$ cat src/rtl/pkt_pkg.sv
// Shared constants, state encoding and frame helpers for the packet handler.
// The frame is an 8-byte array indexed by arrival order (index 0 is the start byte).
package pkt_pkg;

    localparam int FRAME_BYTES = 8;
    localparam int CNT_W       = $clog2(FRAME_BYTES + 1);
    localparam int IDX_W       = $clog2(FRAME_BYTES);

    localparam logic [7:0] SOF      = 8'h96;
    localparam logic [7:0] CMD_DATA = 8'h0F;
    localparam logic [7:0] CMD_KILL = 8'hF0;
    localparam logic [7:0] BCAST_ID = 8'hFF;

    localparam int IDX_SOF   = 0;
    localparam int IDX_CMD   = 1;
    localparam int IDX_DST   = 2;
    localparam int IDX_SRC   = 3;
    localparam int IDX_PL_HI = 4;
    localparam int IDX_PL_LO = 5;

    typedef enum logic [1:0] {
        HUNT,
        COLLECT,
        DONE
    } state_t;

    typedef logic [FRAME_BYTES-1:0][7:0] frame_t;

    function automatic logic dest_match(input logic [7:0] dst, input logic [7:0] veh_id);
        return (dst == veh_id) || (dst == BCAST_ID);
    endfunction

    function automatic logic [15:0] frame_payload(input frame_t f);
        return {f[IDX_PL_HI], f[IDX_PL_LO]};
    endfunction

endpackage

$ cat src/rtl/pkt_deframer.sv
// Collects bytes into fixed-length frames: hunts for the start byte, gathers
// the remaining bytes, then spends one DONE cycle not accepting input.
module pkt_deframer
    import pkt_pkg::*;
(
    input  logic       clk,
    input  logic       rst,
    input  logic [7:0] rx_frame,
    input  logic       rx_valid,
    output logic       rx_ready,
    output frame_t     frame,
    output logic       frame_done
);

    state_t            state;
    state_t            state_next;
    logic [CNT_W-1:0]  count;
    frame_t            frame_q;
    frame_t            frame_next;
    logic              accept;
    logic              last_byte;
    logic              take_byte;

    assign accept     = rx_valid && rx_ready;
    assign last_byte  = accept && (state == COLLECT) && (count == CNT_W'(FRAME_BYTES - 1));
    assign take_byte  = accept && ((state == COLLECT) || ((state == HUNT) && (rx_frame == SOF)));
    assign frame_done = last_byte;

    always_ff @(posedge clk) begin
        if (rst) begin
            state <= HUNT;
        end else begin
            state <= state_next;
        end
    end

    always_comb begin
        state_next = state;
        case (state)
            HUNT: begin
                if (accept && (rx_frame == SOF)) begin
                    state_next = COLLECT;
                end
            end
            COLLECT: begin
                if (last_byte) begin
                    state_next = DONE;
                end
            end
            DONE: begin
                state_next = HUNT;
            end
            default: begin
                state_next = HUNT;
            end
        endcase
    end

    // Ready is held low during reset so nothing is consumed before the FSM is known.
    always_comb begin
        rx_ready = 1'b0;
        case (state)
            HUNT, COLLECT: rx_ready = !rst;
            default:       rx_ready = 1'b0;
        endcase
    end

    // The outgoing frame includes the byte being accepted this edge, so the
    // decoder can evaluate on the same edge that takes the final byte.
    always_comb begin
        frame_next = frame_q;
        if (take_byte) begin
            frame_next[count[IDX_W-1:0]] = rx_frame;
        end
    end

    assign frame = frame_next;

    always_ff @(posedge clk) begin
        if (rst) begin
            count   <= '0;
            frame_q <= '0;
        end else begin
            frame_q <= frame_next;
            case (state)
                HUNT: begin
                    if (take_byte) begin
                        count <= CNT_W'(1);
                    end else begin
                        count <= '0;
                    end
                end
                COLLECT: begin
                    if (last_byte) begin
                        count <= '0;
                    end else if (accept) begin
                        count <= count + CNT_W'(1);
                    end
                end
                default: begin
                    count <= '0;
                end
            endcase
        end
    end

endmodule

$ cat src/rtl/pkt_handler.sv
// Frame decoder: filters completed frames by destination ID and drives the
// data payload/strobe and the sticky kill request.
module pkt_handler
    import pkt_pkg::*;
(
    input  logic        clk,
    input  logic        rst,
    input  logic [7:0]  veh_id,
    input  logic [7:0]  rx_frame,
    input  logic        rx_valid,
    output logic        rx_ready,
    output logic [15:0] data,
    output logic        data_valid,
    output logic        kill
);

    frame_t frame;
    logic   frame_done;
    logic   frame_match;
    logic   unused_bytes;

    pkt_deframer u_deframer (
        .clk        (clk),
        .rst        (rst),
        .rx_frame   (rx_frame),
        .rx_valid   (rx_valid),
        .rx_ready   (rx_ready),
        .frame      (frame),
        .frame_done (frame_done)
    );

    assign frame_match  = frame_done && dest_match(frame[IDX_DST], veh_id);
    assign unused_bytes = ^{frame[IDX_SOF], frame[IDX_SRC], frame[FRAME_BYTES-1:IDX_PL_LO+1]};

    // data_valid lands in the DONE cycle; kill only ever sets until reset.
    always_ff @(posedge clk) begin
        if (rst) begin
            data       <= 16'h0000;
            data_valid <= 1'b0;
            kill       <= 1'b0;
        end else begin
            data_valid <= 1'b0;
            if (frame_match) begin
                case (frame[IDX_CMD])
                    CMD_DATA: begin
                        data       <= frame_payload(frame);
                        data_valid <= 1'b1;
                    end
                    CMD_KILL: begin
                        kill <= 1'b1;
                    end
                    default: begin
                    end
                endcase
            end
        end
    end

endmodule

$ cat config.mk
export PLATFORM = sky130hd
export DESIGN_NAME = pkt_handler
export DESIGN_NICKNAME = d
export VERILOG_FILES = /design/src/rtl/pkt_pkg.sv /design/src/rtl/pkt_deframer.sv /design/src/rtl/pkt_handler.sv
export SDC_FILE = /design/constraint.sdc
export NUM_CORES = 1
export LEC_CHECK = 0
export CAP_MARGIN = 5
export CORE_MARGIN = 4
export CORE_UTILIZATION = 54
export DETAILED_ROUTE_END_ITERATION = 8
export PLACE_DENSITY_LB_ADDON = 0.3
export SLEW_MARGIN = 15
export SYNTH_ARGS = -nofsm -noshare
export SYNTH_HDL_FRONTEND = slang
export SYNTH_SLANG_ARGS = --single-unit
$ cat constraint.sdc
create_clock -name clk -period 3.2 [get_ports clk]
set_input_delay 0.64 -clock clk [delete_from_list [all_inputs] [get_ports clk]]
set_output_delay 0.64 -clock clk [all_outputs]
set_load 0.02 [all_outputs]
==> flow_results.org <==
** Cells and area
- Net total in the final layout :: 357
- The sequential cells in the finished layout cover a total of between 0.001 and 0.0015 mm^2.
- Fin util :: 70.8%
- The number of antenna diodes in the final layout is 0.
- Fraction of layout instances using a drive strength above 1 :: 18.3%
- The finished layout holds 405 standard cells, fillers aside.
- From synthesis to final layout, the design area changed by 24.6%.
- In the final layout, the multi-input gates occupy about 0.0015 mm^2.
- Counting the fill cells in the layout gives 364.

** Synth
- Post-synthesis instance area :: 0.00272 mm^2
- By area the synthesized netlist is led by sky130_fd_sc_hd__dfxtp_1, sky130_fd_sc_hd__mux2i_1, sky130_fd_sc_hd__mux2_4.
- Primary FF master, synth :: sky130_fd_sc_hd__dfxtp_1
- Among all cell types in the netlist, the one instantiated most often is sky130_fd_sc_hd__dfxtp_1.
- After synthesis the netlist holds a flip-flop and latch count of 56.
- Synth unique cells :: 48
- Summing the sequential cell areas from Yosys gives 41.2% of the chip area.
- Mean instance size in the synthesized netlist :: 9.54 um^2
- Synth cell count leaders :: sky130_fd_sc_hd__dfxtp_1, sky130_fd_sc_hd__nor2_1, sky130_fd_sc_hd__mux2i_1
- Post-Syn Nets :: 305
- The largest total area in the synthesized netlist belongs to sky130_fd_sc_hd__dfxtp_1.
- After synthesis, the largest area contributor takes up 41.2% of total cell area.
- For this run, the number of Yosys warnings is 0.
- Fraction of synthesis flops using an asynchronous set or reset pin :: 0%
- EDFF count, synth :: 0
- Synthesized instance count :: 285

** Clock tree
- CTS Buf Count :: 5
- In this run the number of H-tree levels came out at 2.
- Clock sink count :: 56
- Buffer type at the clock tree root :: sky130_fd_sc_hd__clkbuf_8
- CTS tree :: yes
- Once the clock tree was built, the setup fixing pass inserted 0 buffers.
- Number of buffers between clock root and the deepest sink :: 2
- Clock-pin slew of the registers on the worst-case setup and hold paths :: 0.10 ns
- In this run, post-CTS repair resized a total of 0 instances.
- Hold-fix buffers, CTS :: 0
- Worst-skew pair later-pin latency :: 0.31 ns

** Min path
- Class of the tightest hold or removal check :: register to register
- The startpoint identified for the worst hold timing path is kill.

** Global routing
- Largest net degree at the start of global routing :: 52
- For this run the aggregate overflow at the end of global routing stands at 0.
- The first global-routing pass estimated 10.1 mm of wire.
- Initial antenna violation count :: 1
- Via count of the first global-routing pass :: about 2.2k
- Overall track demand over capacity in global routing :: about a fifth

** Power
- In this run the static leakage power is 1.40 nW.
- Total power density per cell area :: 370 mW/mm^2
- Total Power :: 1.25 mW
- Worst supply voltage drop on vdd :: approximately 340 uV

** STA
- Summed over all failing endpoints, the final setup total negative slack is 0 ns.
- In the finished design, the share of the clock period the worst path needs comes to between 90% and 100%.
- After layout, the worst setup slack is 0.195 ns.
- Number of failing setup endpoints in the final timing report :: 0
- Setup repair after global routing missed its margin :: false
- Final setup skew :: 0.0118 ns
- The final number of max-transition violations was 0.
- After layout, the minimum clock period comes to around 3.0 ns.
- For the pin with the worst max-slew slack, the measured transition is 0.514 ns.
- The final count of hold timing violations came to 0.
- Upper clock frequency limit :: 333 MHz
- Worst slew margin :: between 60% and 70%

** Floorplanning
- The region available for standard cell placement spans 0.00479 mm^2.
- Die X-Extent :: 79.0 um
- The initialized floorplan defines 25 standard-cell rows.
- Die H :: between 70 and 80 um
- Once the floorplan was initialized, standard cells occupied between 50% and 60% of the core.
- Number of primary I/O pins :: 38
- Area of the die :: 0.00624 mm^2

** Critical path
- The cell family contributing the most delay on the critical path is compound AO/OA/AOI/OAI gates.
- Worst R2R Start :: u_deframer.count[1]
- Data arrival, critical path :: 3.20 ns
- Worst Path Required :: 3.40 ns
- Highest-delay cell along the critical path :: sky130_fd_sc_hd__clkdlybuf4s50_1
- In this run the worst path has a maximum fanout of 16.
- In this design, the stage delay of the slowest critical-path cell is 0.44 ns.
- Cell depth of the worst setup path :: 9
- Register-to-Register Setup Slack :: 0.54 ns
- Worst setup path end :: data[6]
- Buffers and inverters on the worst path :: 2
- The endpoint identified for the worst register-to-register timing path is data[6].
- The worst setup path is captured at a register.
- The signal on the critical path passes through clkdlybuf4s50_1, xor2_1, a2111oi_0, a22oi_1, o41ai_1, and4_1, o211a_1, buf_12, mux2_2.
- For the worst flop-to-flop path, the logic depth is 8.
- Tracing the worst setup path back leads to its startpoint at rx_frame[7].
- Critical Path Source Type :: primary input
- Critical path type :: primary input to register

** Routing
- The detailed router put a total of 2.77 mm of wire on met1.
- DR vias :: ~2.2k
- In the routed design, unresolved DRC markers number 0.
- Vias per std cell :: 5.34
- After detailed routing, the total wire length is approximately 6.0 mm.
- In the final routed layout, each cell accounts on average for between 10 and 15 um.
- Detailed-router iteration count before antenna repair :: 4
- For this block, the initial DRC count from the detailed router was 129.
- Final ANT Viol Nets :: 0
- The highest metal layer carrying signal wires in the routed design is met5.
- Routed length on met2 :: 2.79 mm
- Routed length on met3 :: about 390 um

** Placement
- During placement, the flow inserted port buffers numbering 37.
- At the end of routability-driven placement, the weighted congestion stood at 0.866.
- Placed instance count :: between 300 and 400
- Detailed placement HPWL :: 4.32 mm
- Post-Place Setup Slack :: -0.0968 ns

** Flow run
- Max_cap viols :: 0

** Outcome
- The flow ran to the end, and the final reports show no timing, DRC or antenna violations.
per-stage QoR:
stage	cell area, um^2	hold WS (ns)
2_1_floorplan	2720	0.462
3_3_place_gp	3280	0.446
3_5_place_dp	3280	0.465
4_1_cts	3390	0.484
5_1_grt	3390	0.504
6_report	3390	0.480
layout by cell type, fill, tap and decap left out, drive strengths merged, types with 4 or more instances in the layout:
cell            n
dfxtp          56
nor2           39
nor2b          19
nand2          20
nor3b           4
nand4           7
o21ai           7
mux2i          25
xor2            7
clkdlybuf4s50  36
a21oi          12
inv             6
mux2           17
buf            29
and4bb          4
clkbuf          6
xnor2           5
registers in the layout, summed over array words and instances, names as in the netlist:
signal and cells:
u_deframer.frame_q 32, data 16, kill 1, data_valid 1, u_deframer.count 4, u_deframer.state 2
per-layer routing:
metal  up-vias  global-route usage [%]
li1       1091                       -
met2        63                    34.3
met3         6                    4.42
met4         2                    4.64
met5         -                       0
met1      1000                    26.0
worst min path at each step:
stage | endpoint | slack [ns] | depth (start not counted)
5_1_grt | kill | 0.50 | 2
3_5_place_dp | kill | 0.46 | 2
2_1_floorplan | u_deframer.frame_q[13] | 0.46 | 2
6_report | kill | 0.48 | 2
4_1_cts | kill | 0.48 | 2
3_3_place_gp | kill | 0.45 | 2
worst register-to-register path: stages (launching register included):
cell and delay (ns):
sky130_fd_sc_hd__dfxtp_1 0.45, sky130_fd_sc_hd__nor3b_2 0.50, sky130_fd_sc_hd__nand4_1 0.22, sky130_fd_sc_hd__a31o_2 0.29, sky130_fd_sc_hd__xnor2_1 0.13, sky130_fd_sc_hd__and4_1 0.23, sky130_fd_sc_hd__o211a_1 0.21, sky130_fd_sc_hd__buf_12 0.18
sky130_fd_sc_hd__mux2_2 0.35
kinds of logic after synthesis:
family | Yosys count | synth area share (%)
and+or+nand+nor | 117 | 23.6
muxes | 42 | 17.6
adders and majority gates | 1 | 0.460
AOI/OAI and AO/OA | 32 | 7.87
DFF | 56 | 41.2
xor gates and xnor gates | 12 | 3.86
buffers and inverters | 25 | 5.38
final cells by class:
cell class	instances	area share [%]
Sequential cell	56	33.1
Inverter	5	0.554
Timing Repair Buffer	65	17.7
Clock buffer	6	2.14
Multi-Input combinational cell	204	42.9
Clock inverter	2	1.14
Tap cell	67	2.47
power breakdown:
| group | internal (mW) | leakage, nW | total, mW | switching (mW) |
|---|---|---|---|---|
| registers | 0.696 | 0.451 | 0.696 | 0.0000443 |
| clock network | 0.237 | 0.0558 | 0.468 | 0.231 |
| logic | 0.0455 | 0.889 | 0.0903 | 0.0448 |
| total | 0.979 | 1.40 | 1.25 | 0.276 |
(Power assumes the default switching activity.)
